[src/rtl/tt_pkg.sv]
// tt_pkg: shared FSM states, default parameters and signature width for the truth-table sweeper
package tt_pkg;
    localparam int N_IN_DEF   = 4;
    localparam int N_OUT_DEF  = 2;
    localparam int SETTLE_DEF = 1;
    typedef enum logic [1:0] {IDLE, HOLD, SAMPLE, FIN} state_e;
    function automatic int sig_w(input int n_in, input int n_out);
        return n_out * (1 << n_in);
    endfunction
endpackage

[src/rtl/tt_sweep_if.sv]
// tt_sweep_if: sweep request, pattern/response pins and result signals of tt_sweep
interface tt_sweep_if #(
    parameter int N_IN  = tt_pkg::N_IN_DEF,
    parameter int N_OUT = tt_pkg::N_OUT_DEF
);
    localparam int SW = tt_pkg::sig_w(N_IN, N_OUT);
    logic             start;
    logic [SW-1:0]    exp_sig;
    logic [N_IN-1:0]  pat_out;
    logic [N_OUT-1:0] resp_in;
    logic             busy;
    logic             done;
    logic [SW-1:0]    sig;
    logic             match;
    logic [N_IN-1:0]  fail_idx;
    modport master (output start, exp_sig, resp_in, input pat_out, busy, done, sig, match, fail_idx);
    modport slave  (input start, exp_sig, resp_in, output pat_out, busy, done, sig, match, fail_idx);
endinterface

[src/rtl/tt_cmp.sv]
// tt_cmp: per-sample response mismatch detection with sticky first-fail index capture
module tt_cmp #(
    parameter int N_IN  = tt_pkg::N_IN_DEF,
    parameter int N_OUT = tt_pkg::N_OUT_DEF
) (
    input  logic             clk,
    input  logic             rst,
    input  logic             clr_i,
    input  logic             en_i,
    input  logic [N_IN-1:0]  p_i,
    input  logic [N_OUT-1:0] resp_i,
    input  logic [N_OUT-1:0] exp_i,
    output logic             fail_o,
    output logic [N_IN-1:0]  fail_idx_o
);
    logic            fail_q, fail_d, miss;
    logic [N_IN-1:0] idx_q, idx_d;
    always_comb begin
        miss   = en_i && (resp_i != exp_i);
        fail_d = clr_i ? 1'b0 : (fail_q | miss);
        idx_d  = clr_i ? '0 : (miss && !fail_q) ? p_i : idx_q;
    end
    always_ff @(posedge clk or posedge rst) begin
        if (rst) begin
            fail_q <= 1'b0;
            idx_q  <= '0;
        end else begin
            fail_q <= fail_d;
            idx_q  <= idx_d;
        end
    end
    assign fail_o     = fail_q;
    assign fail_idx_o = idx_q;
endmodule

[src/rtl/tt_sweep.sv]
// tt_sweep: walks every input pattern of a circuit, holding each SETTLE+1 cycles,
// and records its responses into a truth-table signature checked against an expected one
module tt_sweep
    import tt_pkg::*;
#(
    parameter int N_IN   = N_IN_DEF,
    parameter int N_OUT  = N_OUT_DEF,
    parameter int SETTLE = SETTLE_DEF
) (
    input logic       clk,
    input logic       rst,
    tt_sweep_if.slave bus
);
    localparam int NP = 1 << N_IN;
    localparam int SW = sig_w(N_IN, N_OUT);
    localparam logic [N_IN-1:0] PMAX = {N_IN{1'b1}};
    state_e           state_q, state_d;
    logic [N_IN-1:0]  pat_q, pat_d;
    logic [3:0]       cnt_q, cnt_d;
    logic             busy_q, busy_d, done_q, done_d, match_q, match_d;
    logic [SW-1:0]    sig_q, sig_d, exp_q, exp_d;
    logic [N_OUT-1:0] exp_bits;
    logic             accept, sample, fail;
    always_comb begin
        state_d  = state_q;
        pat_d    = pat_q;
        cnt_d    = cnt_q;
        busy_d   = busy_q;
        done_d   = 1'b0;
        sig_d    = sig_q;
        exp_d    = exp_q;
        match_d  = match_q;
        accept   = 1'b0;
        sample   = 1'b0;
        exp_bits = '0;
        for (int j = 0; j < N_OUT; j++) exp_bits[j] = exp_q[j*NP + int'(pat_q)];
        case (state_q)
            IDLE: if (bus.start) begin
                accept  = 1'b1;
                exp_d   = bus.exp_sig;
                sig_d   = '0;
                pat_d   = '0;
                cnt_d   = '0;
                busy_d  = 1'b1;
                match_d = 1'b0;
                state_d = (SETTLE == 0) ? SAMPLE : HOLD;
            end
            HOLD: begin
                cnt_d   = (cnt_q == 4'(SETTLE - 1)) ? 4'd0 : cnt_q + 4'd1;
                state_d = (cnt_q == 4'(SETTLE - 1)) ? SAMPLE : HOLD;
            end
            SAMPLE: begin
                sample = 1'b1;
                for (int j = 0; j < N_OUT; j++) sig_d[j*NP + int'(pat_q)] = bus.resp_in[j];
                pat_d   = (pat_q == PMAX) ? pat_q : pat_q + 1'b1;
                state_d = (pat_q == PMAX) ? FIN : (SETTLE == 0) ? SAMPLE : HOLD;
            end
            FIN: begin
                done_d  = 1'b1;
                busy_d  = 1'b0;
                match_d = !fail;
                state_d = IDLE;
            end
            default: state_d = IDLE;
        endcase
    end
    always_ff @(posedge clk or posedge rst) begin
        if (rst) begin
            state_q <= IDLE;
            pat_q   <= '0;
            cnt_q   <= '0;
            busy_q  <= 1'b0;
            done_q  <= 1'b0;
            match_q <= 1'b0;
            sig_q   <= '0;
            exp_q   <= '0;
        end else begin
            state_q <= state_d;
            pat_q   <= pat_d;
            cnt_q   <= cnt_d;
            busy_q  <= busy_d;
            done_q  <= done_d;
            match_q <= match_d;
            sig_q   <= sig_d;
            exp_q   <= exp_d;
        end
    end
    tt_cmp #(.N_IN(N_IN), .N_OUT(N_OUT)) u_cmp (
        .clk        (clk),
        .rst        (rst),
        .clr_i      (accept),
        .en_i       (sample),
        .p_i        (pat_q),
        .resp_i     (bus.resp_in),
        .exp_i      (exp_bits),
        .fail_o     (fail),
        .fail_idx_o (bus.fail_idx)
    );
    assign bus.pat_out = pat_q;
    assign bus.busy    = busy_q;
    assign bus.done    = done_q;
    assign bus.sig     = sig_q;
    assign bus.match   = match_q;
endmodule

[src/flat_wrapper.sv]
// flat-port wrapper written by rule: the top's interface ports become plain ports
module tt_sweep_flat import tt_pkg::*;
#(
    parameter int N_IN   = N_IN_DEF,
    parameter int N_OUT  = N_OUT_DEF,
    parameter int SETTLE = SETTLE_DEF
)
  (clk, rst, bus_start, bus_exp_sig, bus_resp_in, bus_pat_out, bus_busy, bus_done, bus_sig, bus_match, bus_fail_idx);
  tt_sweep_if #(.N_IN(N_IN), .N_OUT(N_OUT)) bus_i ();
  input logic clk;
  input logic rst;
  input wire logic [$bits(bus_i.start)-1:0] bus_start;
  input wire logic [$bits(bus_i.exp_sig)-1:0] bus_exp_sig;
  input wire logic [$bits(bus_i.resp_in)-1:0] bus_resp_in;
  output wire logic [$bits(bus_i.pat_out)-1:0] bus_pat_out;
  output wire logic [$bits(bus_i.busy)-1:0] bus_busy;
  output wire logic [$bits(bus_i.done)-1:0] bus_done;
  output wire logic [$bits(bus_i.sig)-1:0] bus_sig;
  output wire logic [$bits(bus_i.match)-1:0] bus_match;
  output wire logic [$bits(bus_i.fail_idx)-1:0] bus_fail_idx;
  assign bus_i.start = bus_start;
  assign bus_i.exp_sig = bus_exp_sig;
  assign bus_i.resp_in = bus_resp_in;
  assign bus_pat_out = bus_i.pat_out;
  assign bus_busy = bus_i.busy;
  assign bus_done = bus_i.done;
  assign bus_sig = bus_i.sig;
  assign bus_match = bus_i.match;
  assign bus_fail_idx = bus_i.fail_idx;
  tt_sweep #(.N_IN(N_IN), .N_OUT(N_OUT), .SETTLE(SETTLE)) u_core (.clk(clk), .rst(rst), .bus(bus_i));
endmodule
[config.mk]
export PLATFORM = sky130hd
export DESIGN_NAME = tt_sweep_flat
export DESIGN_NICKNAME = d
export VERILOG_FILES = /design/src/rtl/tt_pkg.sv /design/src/rtl/tt_sweep_if.sv /design/src/rtl/tt_cmp.sv /design/src/rtl/tt_sweep.sv /design/src/flat_wrapper.sv
export SDC_FILE = /design/constraint.sdc
export NUM_CORES = 1
export LEC_CHECK = 0
export ABC_AREA = 1
export CORE_UTILIZATION = 45
export CTS_BUF_LIST = sky130_fd_sc_hd__clkbuf_4 sky130_fd_sc_hd__clkbuf_8
export DETAILED_ROUTE_END_ITERATION = 8
export GPL_TIMING_DRIVEN = 0
export HOLD_SLACK_MARGIN = 0.03
export PLACE_DENSITY = 0.75
export SYNTH_ARGS = -nofsm -noshare
export SYNTH_HDL_FRONTEND = slang
export SYNTH_SLANG_ARGS = --single-unit
[constraint.sdc]
create_clock -name clk -period 2.5 [get_ports clk]
set_input_delay 0.375 -clock clk [delete_from_list [all_inputs] [get_ports clk]]
set_output_delay 0.375 -clock clk [all_outputs]
set_load 0.02 [all_outputs]
# [Yosys cells after proc, flatten, opt, wreduce, memory -nomap -nowiden]
# Index checks and enable logic that the tools add are counted.
[word_totals] register_bits=82 inputBits=37 elab_cells=74 output_inout_bits=43
[op_classes] n_addsub=3 n_lt_le_gt_ge=4 reduce_logical=16 n_eq_ne=7 mux=33 n_bitwise=1
[ops] cell="32-bit bitwise mux" n=2
[ops] cell="32-bit one-hot mux with 2 select lines" n=1
[ops] cell="32-bit by 1-bit greater-or-equal comparator with 1-bit output (second input constant)" n=1
[ops] cell="32-bit by 7-bit < comparator with 1-bit output (second input constant)" n=1
[ops] cell="32-bit two-way mux" n=1
[ops] cell="4-bit two-way mux" n=5
[ops] cell="4-bit one-hot mux with 2 select lines" n=2
[ops] cell="1-bit two-way mux" n=12
[ops] cell="4-bit by 1-bit adder with 4-bit output (second input constant)" n=2
[ops] cell="2-bit one-hot mux with 4 select lines" n=1
[ops] cell="2-bit AND reduction" n=4
[ops] cell="2-bit nonzero test" n=4
[ops] cell="5-bit by 4-bit adder with 6-bit output (first input constant)" n=1
[ops] cell="4-bit by 6-bit < comparator with 1-bit output (second input constant)" n=1
[ops] cell="2-bit two-way mux" n=3
[ops] cell="1-bit binary-select mux with 5-bit select" n=1
[ops] cell="1-bit demux with 5-bit select" n=1
[ops] cell="1-bit binary-select mux with 4-bit select" n=1
[ops] cell="1-bit demux with 4-bit select" n=1
[ops] cell="2-bit == test (second input constant)" n=2
[ops] cell="4-bit == test (second input constant)" n=1
[ops] cell="4-bit by 1-bit greater-or-equal comparator with 1-bit output (second input constant)" n=1
[ops] cell="1-bit logical AND" n=4
[ops] cell="4-bit zero test" n=1
[ops] cell="8 further kinds" n=10

# [Logic depth before layout (Yosys ltp)]
# Gate-level depths: netlist (run 1).
[depth] word_depth=9 depth_mapped=15 ltp_nobuf=13

# [Modules after synthesis]
# From an unflattened synthesis (run 1), not the netlist that was laid out.
[unflattened] cells_unflattened=461 hier_area_um2=3975.1
[by_module_without_submodules] module="tt_sweep" instances=1 area_each_um2=3663.5 seq_area_each_um2=1926.8 cells_each=418
[by_module_without_submodules] module="tt_cmp" instances=1 area_each_um2=311.5 seq_area_each_um2=125.1 cells_each=43

# [Worst setup path after synthesis (run 1)]
# OpenSTA, ideal clock, no wires.
[synth_timing] path_kind="register -> register" from="register u_core.pat_q[0], in the netlist u_core.bus.pat_out[0]" to="register u_core.u_cmp.idx_q[0], in the netlist u_core.u_cmp.fail_idx_o[0]" path_slack_ns=0.816 path_stages_with_launch=15 setup_time_ns=0.118 n_path_buf=2 synth_period_minus_slack_ns=1.684 required_time_ns=2.382 arrival_time_ns=1.567 cell_sequence="dfrtp_1 buf_6 inv_8 buf_12 nand2_2 nand3_2 nand2_2 nand2_2 nand2_2 o21ai_1 nand2_2 nand2_4 nand3_4 nand3_1 nand2_1"
[synth_via] elab_chain_len=8 elab_cells_between_ends=12 cone_classes="add/sub: 1; eq/ne: 1; mux: 7; reduce/logical: 3"
[synth_rtl] element="start: declaration" line="tt_sweep.sv:18" rtl="logic [N_IN-1:0] pat_q, pat_d;"
[synth_rtl] element="start signal: assignment" line="tt_sweep.sv:79" rtl="pat_q <= pat_d;"
[synth_rtl] element="5-bit by 4-bit adder with 6-bit output" line="tt_sweep.sv:36" rtl="for (int j = 0; j < N_OUT; j++) exp_bits[j] = exp_q[j*NP + int'(pat_q)];"
[synth_rtl] element="1-bit binary-select mux with 5-bit select" line="tt_sweep.sv:36"
[synth_rtl] element="1-bit two-way mux (not written as such) (2 in a row)" line="tt_sweep.sv:36"
[synth_rtl] element="2-bit != test" line="tt_cmp.sv:19" rtl="miss = en_i && (resp_i != exp_i);"
[synth_rtl] element="1-bit logical AND" line="tt_cmp.sv:19"
[synth_rtl] element="1-bit logical AND" line="tt_cmp.sv:21" rtl="idx_d = clr_i ? '0 : (miss && !fail_q) ? p_i : idx_q;"
[synth_rtl] element="2-bit nonzero test (no source line)"
[synth_rtl] element="end signal: assignment" line="tt_cmp.sv:29" rtl="idx_q <= idx_d;"
[synth_rtl] element="end: declaration" line="tt_cmp.sv:17" rtl="logic [N_IN-1:0] idx_q, idx_d;"
# Parallel ways exist; a longest one is shown, timed or not. The select of a mux whose other input is x is not followed.
# A chain may end at the register's enable or synchronous reset.

# [Final worst setup path (run 1)]
[layout_timing] from="register u_core.pat_q[3], in the netlist u_core.bus.pat_out[3]" to="output port bus_pat_out[3]"
[layout_lines] element="end: declaration" line="flat_wrapper.sv:15" rtl="output wire logic [$bits(bus_i.pat_out)-1:0] bus_pat_out;"
# No word-level cell between the ends.

==> results of run 1 <==
[metrics by stage]
stage	cell area (um2)	setup slack [ps]
floorplan	3840	16.6
global placement	4760	-1180
detailed placement	4790	348
CTS	4990	596
global route	4990	469
finish	4990	603
[cells by family (layout without fill, tap and decap cells)]
logic type / Yosys count / in the layout / synth area share
AND/OR/NAND/NOR: 173 / 173 / 0.202
flip-flops: 82 / 82 / 0.534
buffers and inverters: 99 / 195 / 0.109
AO/OA/AOI/OAI: 92 / 92 / 0.131
XOR/XNOR: 2 / 2 / 0.00456
adder cells (fa/ha/maj): 6 / 6 / 0.0195
[path summary, 6_finish.rpt]
check | depth (start not counted) | start | to
worst min register to register | 2 | u_core.exp_q[31] | u_core.exp_q[31]
max in group asynchronous | 3 | rst | u_core.u_cmp.fail_idx_o[2]
worst max-delay path | 1 | u_core.bus.pat_out[3] | bus_pat_out[3]
min in group clk | 2 | u_core.exp_q[31] | u_core.exp_q[31]
worst min-delay path | 2 | rst | u_core.exp_q[24]
worst max register to register | 10 | u_core.bus.pat_out[3] | u_core.u_cmp.fail_idx_o[0]
[sequential cells by signal, indices dropped and copies added, names as in the netlist, 2 cells and up]
signal and count:
u_core.u_cmp.fail_idx_o 4, u_core.state_q 2, u_core.cnt_q 4, u_core.exp_q 32, u_core.bus.sig 32, u_core.bus.pat_out 4
[Yosys cell counts]
| library cell | number |
|---|---|
| nand2_1 | 113 |
| dfrtp_1 | 82 |
| inv_1 | 78 |
| o21ai_0 | 55 |
| o22ai_1 | 30 |
| nand3_1 | 22 |
| nand2_2 | 13 |
| nor2_1 | 10 |
| clkbuf_1 | 8 |
| ha_1 | 6 |
| buf_2 | 5 |
| nand3_2 | 4 |
| nand4_1 | 4 |
| a21oi_1 | 3 |
| nor2_2 | 3 |
| o21ai_1 | 3 |
| buf_6 | 2 |
| inv_2 | 2 |
| nor3_1 | 2 |
| buf_1 | 1 |
| buf_12 | 1 |
| clkinv_2 | 1 |
| inv_8 | 1 |
| nand2_4 | 1 |
| nand3_4 | 1 |
| o21ai_2 | 1 |
| xnor2_1 | 1 |
| xor2_1 | 1 |
[power by group through the flow]
stage | Sequential (mW) | Combinational (mW) | Clock [mW]
final | 1.82 | 2.02 | 0.989
after global routing | 1.86 | 2.28 | 1.06
after CTS | 1.82 | 2.04 | 1.00
after detailed placement | 1.85 | 2.02 | 0
after global placement | 1.83 | 1.97 | 0
after floorplan | 1.91 | 1.34 | 0
[layout make-up]
type | count | area (um2)
tap | 105 | 131
inverter | 82 | 319
fill | 733 | 3220
timing repair buffer | 80 | 818
sequential | 82 | 2050
multi-input combinational | 273 | 1370
clock buffer | 9 | 124
buffer | 17 | 101
clock inverter | 7 | 76.3
[worst register-to-register path, stage by stage, from the launching register on]
cell and delay, ps:
dfrtp_1 480, nor2_1 490, nand2_1 140, nand2_2 100, nor2_1 40, nand2_1 60
nand2_2 60, nand2_4 110, nand3_4 80, nand3_1 80, nand2_1 50
[per-layer routing]
layer / vias to the layer above / global-route usage / wire length, um
met5: - / 0 / 0
met1: 1571 / 0.312 / 4090
met4: 0 / 0.0962 / 149
met3: 12 / 0.0298 / 485
met2: 87 / 0.364 / 4400
li1: 1631 / - / -
==> summary.md, run 1 <==
| Metric | Value |
|---|---|
| Maximum VDD drop | 0.000454 V |
| Clk_lat worst skew | 360 ps |
| I/O pins | 80 |
| Worst-path cell chain | clkdlybuf4s50_1 |
| Final GP Congestion | ~0.83 |
| Post-DR vias/cell | 5.04 |
| Global-route wire length before repair | 15,400 um |
| Post-synthesis sequential area ratio | 0.534 |
| Vias | between 3,000 and 4,000 |
| Final nets | 588 |
| Max Cap Viol | 0 |
| P_int | 2.87 mW |
| Die X | approximately 94 um |
| Relative slew margins | 0.620 |
| Total wire length | 9130 um |
| Number of port buffers | 79 |
| Tot GR Track Use | 0.227 |
| Hold Slack | between 300 and 400 ps |
| Most frequent cells in the layout | 113 x nand2_1, 82 x dfrtp_1, 79 x clkdlybuf4s50_1 |
| Hold Buf Count CTS | 0 |
| Syn nets | about 500 |
| CTS tree | built |
| Initial antenna violation count | 0 |
| Cells after synthesis | between 400 and 500 |
| Wire per inst | ~14 um |
| P_sw | between 1.5 and 2 mW |
| Seq pwr share | 0.377 |
| Clk root buf | clkbuf_8 |
| Top cell type by total area after synthesis | dfrtp_1 |
| Unique masters post-synth | 28 |
| Worst path bufs/invs | 1 |
| CTS Sinks | just over 80 |
| Fin crit period | 1900 ps |
| Largest net degree at the start of global routing | 61 |
| P per Cell Area | 969 nW/um2 |
| Post-Layout Cell Count | 655 |
| DRT Pass-1 Iters | 4 |
| Row cnt | 33 |
| CTS H-Tree Depth | 3 |
| Final hold vios | 0 |
| Yosys reg bits | about 80 |
| Critical Path End Type | output pin |
| Fraction of layout cells with a size suffix above 1 | 0.0964 |
| Placed cells | 639 |
| Max-slew violation count | 0 |
| Critical path fanouts, max | 7 |
| Syn Area/Cell | 8.46 um2 |
| Final period util | 0.759 |
| Number of global-route vias before repair | 3,206 |
| Initial Utilization | 0.467 |
| Utilization after layout | 0.608 |
| Post-detail-place hpwl | 6490 um |
| Clock Power Share | 0.205 |
| Max Fclk | roughly 530 MHz |
| Worst setup SP type | register |
| Chip Height | about 94 um |
| Setup violators final | 0 |
| GRT overflow | 0 |
| RSZ-0062 raised after global routing | no |
| Syn. warnings | 0 |
| CTS buffer count | 9 |
| TNS Setup | 0 ps |
| Synth top area cells | dfrtp_1 53%, nand2_1 11%, inv_1 7.6% |
| Worst Path Class, Setup | register to output pin |
| Yosys top cell area share | 0.534 |
| Leakage | around 2.3 nW |
| Outcome | finished clean |
| Worst-Margin Slew | about 570 ps |
| CP required | 2120 ps |
| # Post-CTS Setup Buffers | 0 |
| Synthesized area | 3840 um2 |
| DRT iter0 DRCs | 138 |
| CP arrival | 1520 ps |
| CTS Buffer Depth | 2 |
| Flop-to-flop setup slack | around 700 ps |
| Total power | 4.84 mW |
| Worst path max stage delay | ~660 ps |
| Final antenna-violating net count | 0 |
| Sw frac | 0.406 |
| Die ar. | a little under 9000 um2 |
| Commonest non-fill, non-tap cell in the layout | nand2_1 |
| Slowest-stage cell, CP | clkdlybuf4s50_1 |
| Logic pwr share | 0.419 |
| Antenna cell count | 0 |
| Area Overhead vs Synth | 30.0% |
| DRC violations left | 0 |
| Post-cts sizing count | 0 |
| Type of the most critical hold path | input port to asynchronous set/reset pin |
| Top Family by Delay on Critical Path | buffers and inverters |
| CTS clock-pin slew for the worst setup and hold paths | 90 ps |
| Core region area | 8220 um2 |
| Clock Skew | 12.4 ps |
Note: power is estimated with default switching activity, not from simulation.
==> run 2, diff against run 1 <==
==> constraint.sdc (replaced) <==
create_clock -name clk -period 1.6 [get_ports clk]
set_input_delay 0.24 -clock clk [delete_from_list [all_inputs] [get_ports clk]]
set_output_delay 0.24 -clock clk [all_outputs]
set_load 0.02 [all_outputs]
==> run 2 against run 1 <==
Net effect:
- the flow now finishes with violations (setup timing)
- worst setup slack got worse by 770 ps
- total power is 76% higher
- wire length increased by 7.1%
- cell area up 7.0%
- critical path type is now register to register
- highest routed layer unchanged
==> summary.md, run 2 (synthesized netlist as in run 1, its figures left out) <==
| Metric | Value |
|---|---|
| DRT iter0 DRCs | 190 |
| Max-slew violation count | 0 |
| Total power | ~8.5 mW |
| Total wire length | 9770 um |
| Utilization after layout | 0.650 |
| CTS Buffer Depth | 2 |
| Number of global-route vias before repair | 3,408 |
| CTS Sinks | 82 |
| CTS tree | built |
| FF-to-FF Start | u_core.bus.pat_out[0] |
| Maximum VDD drop | 0.000985 V |
| Fin crit period | 1760 ps |
| Type of the most critical hold path | input port to asynchronous set/reset pin |
| Clk root buf | clkbuf_8 |
| Post-detail-place hpwl | about 6700 um |
| Hold Buf Count CTS | 0 |
| Critical path fanouts, max | 6 |
| Die ar. | about 8900 um2 |
| Most frequent cells in the layout | 101 x nand2_1, 79 x dfrtp_1, 77 x inv_1 |
| Max Cap Viol | 0 |
| Commonest non-fill, non-tap cell in the layout | nand2_1 |
| Worst Path Class, Setup | register to register |
| P per Cell Area | 1600 nW/um2 |
| Outcome | finished, violations left |
| Worst-Margin Slew | 856 ps |
| Hold Slack | 388 ps |
| CTS H-Tree Depth | 3 |
| Largest net degree at the start of global routing | 44 |
| Placed standard-cell area | 4790 um2 |
| Violated checks | setup timing |
| GRT overflow | 0 |
| Final antenna-violating net count | 0 |
| Initial Utilization | 0.467 |
| Fraction of layout cells with a size suffix above 1 | 0.178 |
| Row cnt | 33 |
| CP required | 1850 ps |
| DRC violations left | 0 |
| Leakage | around 2.8 nW |
| Area Overhead vs Synth | 39.1% |
| Clk_lat worst skew | 360 ps |
| I/O pins | 80 |
| Max Fclk | 567 MHz |
| Vias | 3,342 |
| Wire per inst | 14.8 um |
| Number of port buffers | 79 |
| Tot GR Track Use | 0.235 |
| Filler instances | 674 |
| Setup violators final | 5 |
| Die X | ~94 um |
| Final GP Congestion | approximately 0.82 |
| Critical Path End Type | register |
| Final hold vios | 0 |
| Post-DR vias/cell | 5.06 |
| Flop-to-flop setup slack | -160 ps |
| CTS clock-pin slew for the worst setup and hold paths | roughly 80 ps |
| Core region area | 8220 um2 |
| Relative slew margins | 0.428 |
| CTS buffer count | 9 |
| Global-route wire length before repair | 15,800 um |
| Chip Height | around 94 um |
| Antenna cell count | 0 |
| Crit path from | u_core.bus.pat_out[0] |
| CP arrival | roughly 2000 ps |
| Worst setup SP type | register |
| Clock Skew | 6.06 ps |
| Final nets | slightly below 600 |
| Worst setup margin | -163 ps |
| DP Worst Slack | -401 ps |
| DRT Pass-1 Iters | 4 |
| Initial antenna violation count | 0 |
| RSZ-0062 raised after global routing | yes |
| Final period util | 1.10 |
| Finished layout cell area | 5340 um2 |
run 2: through the flow:
stage	std cells	TNS [ps]
4_1_cts	660	-652
3_5_place_dp	639	-13370
3_3_place_gp	638	-47920
2_1_floorplan	454	-139
6_report	661	-709
5_1_grt	661	-1890
run 2: cell type report:
class,instances,area [um2],area share
timing repair buffer,87,958,0.179
multi-input combinational,273,1490,0.279
buffer,17,128,0.0239
clock buffer,9,124,0.0232
sequential,82,2060,0.385
inverter,82,327,0.0611
clock inverter,6,130,0.0244
tap,105,131,0.0246
run 2: path summary, 6_finish.rpt:
| path | to | depth (start not counted) |
|---|---|---|
| worst min register to register | u_core.bus.sig[1] | 2 |
| worst max register to register | u_core.u_cmp.fail_idx_o[1] | 14 |
| worst max-delay path | u_core.u_cmp.fail_idx_o[1] | 14 |
| min in group clk | u_core.exp_q[24] | 3 |
| max in group asynchronous | u_core.bus.pat_out[3] | 3 |
| worst min-delay path | u_core.exp_q[27] | 2 |
run 2: what timing repair did:
item,4_1_cts,5_1_grt
pin swaps,8,6
cloned,1,1
setup endpoints to repair,61,86
gates resized for setup,23,63
buffers inserted,5,0
run 2: metal layers:
metal  vias to the layer above  track usage  wire length [um]
met2                        92        0.397              4890
met4                         0       0.0923               161
li1                       1631            -                 -
met1                      1606        0.302              4160
met3                        13       0.0411               559
met5                         -            0                 0
run 2: critical path: stages, from the launching register on:
cell and delay, ps:
dfrtp_2 420, buf_8 140, clkinv_8 70, clkbuf_16 130
nand2_1 50, nand3_1 70, nand2_1 80, nand2_1 90
nand2_2 60, o21ai_2 120, nand2_2 80, nand2_4 110
nand3_4 100, nand3_2 90, nand2_2 50
run 2: report_power, final:
part	internal [mW]	total (mW)	switching [mW]
clock	1.18	1.93	0.748
sequential	2.62	2.85	0.235
combinational	1.44	3.74	2.30
==> run 3, diff against run 2 <==
--- a/config.mk
+++ b/config.mk
@@ -6,12 +6,13 @@
 export NUM_CORES = 1
 export LEC_CHECK = 0
 export ABC_AREA = 1
-export CORE_UTILIZATION = 45
+export CORE_UTILIZATION = 48
 export CTS_BUF_LIST = sky130_fd_sc_hd__clkbuf_4 sky130_fd_sc_hd__clkbuf_8
 export DETAILED_ROUTE_END_ITERATION = 8
 export GPL_TIMING_DRIVEN = 0
 export HOLD_SLACK_MARGIN = 0.03
-export PLACE_DENSITY = 0.75
+export PLACE_DENSITY = 0.79
+export SETUP_SLACK_MARGIN = 0.4
 export SYNTH_ARGS = -nofsm -noshare
 export SYNTH_HDL_FRONTEND = slang
 export SYNTH_SLANG_ARGS = --single-unit
==> run 3 against run 2 <==
Net effect:
- critical endpoint is now u_core.u_cmp.fail_idx_o[3]
- worst setup slack worse by 190 ps
- the run still ends with setup timing left
- fmax down 9.6%
- largest power group unchanged
- via count up 30%
- critical path depth unchanged
- sequential share of layout area down 6.6 points
==> summary.md, run 3 (synthesized netlist as in run 1, its figures left out) <==
| Metric | Value |
|---|---|
| Outcome | finished, violations left |
| Violated checks | setup timing |
| Reg area | 2060 um2 |
| Post-DR vias/cell | 6.14 |
| TNS Setup | -6060 ps |
| Number of global-route vias before repair | 3,971 |
| Flop-to-flop setup slack | -350 ps |
| CTS tree | built |
| Most frequent CP cell | nand2_2 |
| CTS Sinks | 82 |
| Worst setup SP type | register |
| Die ar. | 8360 um2 |
| Fin crit period | 1950 ps |
| Initial Utilization | 0.497 |
| Worst path bufs/invs | 3 |
| GRT overflow | 0 |
| Tot GR Track Use | 0.300 |
| Area of the multi-input gates | 2080 um2 |
| Final antenna-violating net count | 0 |
| CTS Buffer Depth | 2 |
| Critical path fanouts, max | 6 |
| Chip Height | between 90 and 100 um |
| R2R Path End | u_core.u_cmp.fail_idx_o[3] |
| Relative slew margins | 0.668 |
| Maximum VDD drop | 0.000937 V |
| Type of the most critical hold path | input port to asynchronous set/reset pin |
| Die X | 91.4 um |
| Most frequent cells in the layout | 77 x dfrtp_1, 70 x inv_1, 53 x nand2_2 |
| Utilization after layout | 0.836 |
| Global-route wire length before repair | 19,300 um |
| Clock Skew | 12.4 ps |
| Row cnt | 32 |
| Filler instances | 362 |
| Core region area | approximately 7700 um2 |
| Max Cap Viol | 0 |
| Total wire length | 16,500 um |
| Worst-Margin Slew | 498 ps |
| RSZ-0062 raised after global routing | yes |
| Final period util | 1.22 |
| Final hold vios | 0 |
| Setup violators final | 37 |
| Area Overhead vs Synth | 68.3% |
| Vias | between 4,000 and 5,000 |
| CTS H-Tree Depth | 3 |
| Clk_lat worst skew | 370 ps |
| DRT iter0 DRCs | 466 |
| Clock Power Share | 0.155 |
| Wire per inst | about 23 um |
| Top Family by Delay on Critical Path | simple AND/OR/NAND/NOR gates |
| Largest net degree at the start of global routing | 38 |
| CP arrival | 2210 ps |
| Initial antenna violation count | 1 |
| Worst Reg-to-Reg Cells | 14 |
| Clk root buf | clkbuf_8 |
| Total power | 11.5 mW |
| Max Fclk | 513 MHz |
| CTS buffer count | 9 |
| Number of port buffers | a little under 80 |
| FF-to-FF Start | u_core.bus.pat_out[0] |
| Worst path max stage delay | 480 ps |
| Fraction of layout cells with a size suffix above 1 | 0.509 |
| Worst Path Class, Setup | register to register |
| CP required | 1860 ps |
| Max-slew violation count | 0 |
| Critical Path End Type | register |
| Final nets | 643 |
| P per Cell Area | 1780 nW/um2 |
| Leakage | about 3.1 nW |
| DRC violations left | 0 |
| I/O pins | 80 |
| DRT Pass-1 Iters | 7 |
| Final GP Congestion | roughly 0.8 |
| Logic pwr share | 0.590 |
| Post-detail-place hpwl | 6660 um |
| Seq pwr share | 0.255 |
| Slowest-stage cell, CP | dfrtp_2 |
| P_sw | 4.99 mW |
| Sw frac | 0.435 |
| CTS clock-pin slew for the worst setup and hold paths | ~90 ps |
| Commonest non-fill, non-tap cell in the layout | dfrtp_1 |
| Worst-path cell chain | buf_12 -> inv_12 -> buf_12 -> nand2_1 -> nand3_1 -> nand2_2 -> nand2_1 -> nand2_2 -> o21ai_2 -> nand2_2 -> nand2_4 -> nand3_4 -> nand3_2 -> nand2_2 |
| P_int | between 6 and 7 mW |
| Antenna cell count | 0 |
| Worst setup margin | -351 ps |
[run 3: cell types whose count changed in the layout (fill, tap and decap cells not counted), sizes merged]
cell,before,now
dlymetal6s2s,20,0
clkinv,3,1
clkbuf,18,23
buf,16,104
dlygate4sd2,4,0
clkdlybuf4s50,55,36
inv,80,81
bufinv,4,2
clkinvlp,1,3
[run 3: final cells by class]
type,instances,area share
buffer,17,0.0411
timing repair buffer,134,0.209
timing repair inverter,1,0.00174
clock buffer,12,0.0236
inverter,82,0.0533
sequential,82,0.319
multi-input combinational,273,0.322
tap,102,0.0198
clock inverter,4,0.0116
[run 3: worst max path at each step]
stage	start	end	depth (start not counted)
floorplan	u_core.bus.pat_out[0]	u_core.u_cmp.fail_idx_o[0]	14
global placement	rst	u_core.bus.pat_out[3]	2
detailed placement	u_core.bus.pat_out[0]	u_core.u_cmp.fail_idx_o[0]	14
CTS	u_core.bus.pat_out[0]	u_core.u_cmp.fail_idx_o[3]	14
global route	u_core.bus.pat_out[0]	u_core.u_cmp.fail_idx_o[3]	15
finish	u_core.bus.pat_out[0]	u_core.u_cmp.fail_idx_o[3]	14
[run 3: what timing repair did]
item	in CTS	in global routing
gates cloned	5	6
buffers inserted	25	18
resized for setup	336	146
setup endpoints to repair	123	85
hold buffers	0	0
pin swaps	16	49
[run 3: power groups by stage]
stage / clock network (mW) / logic (mW) / registers (mW)
CTS: 1.71 / 4.53 / 2.83
detailed placement: 0 / 3.28 / 2.89
finish: 1.78 / 6.77 / 2.92
floorplan: 0 / 2.20 / 2.99
global placement: 0 / 3.18 / 2.87
global route: 1.84 / 7.04 / 2.95
[run 3: metrics by stage]
step	worst slack, ps	hold WS, ps	std cells	instance area [um2]
floorplan	-32.4	350	454	3890
global placement	-567	466	635	4810
detailed placement	-157	465	637	4850
CTS	-155	248	683	5630
global route	-410	266	707	6460
finish	-351	224	707	6460
[run 3: routing by layer]
metal  up-vias  routed length, um  GRT usage  part of all wire
met1      2117               5910      0.383              0.36
met5         -                  0          0                 0
met2       364               8130      0.481              0.49
met4         0               1110      0.161             0.067
met3       115               1400     0.0586             0.085
li1       1742                  -          -                 -
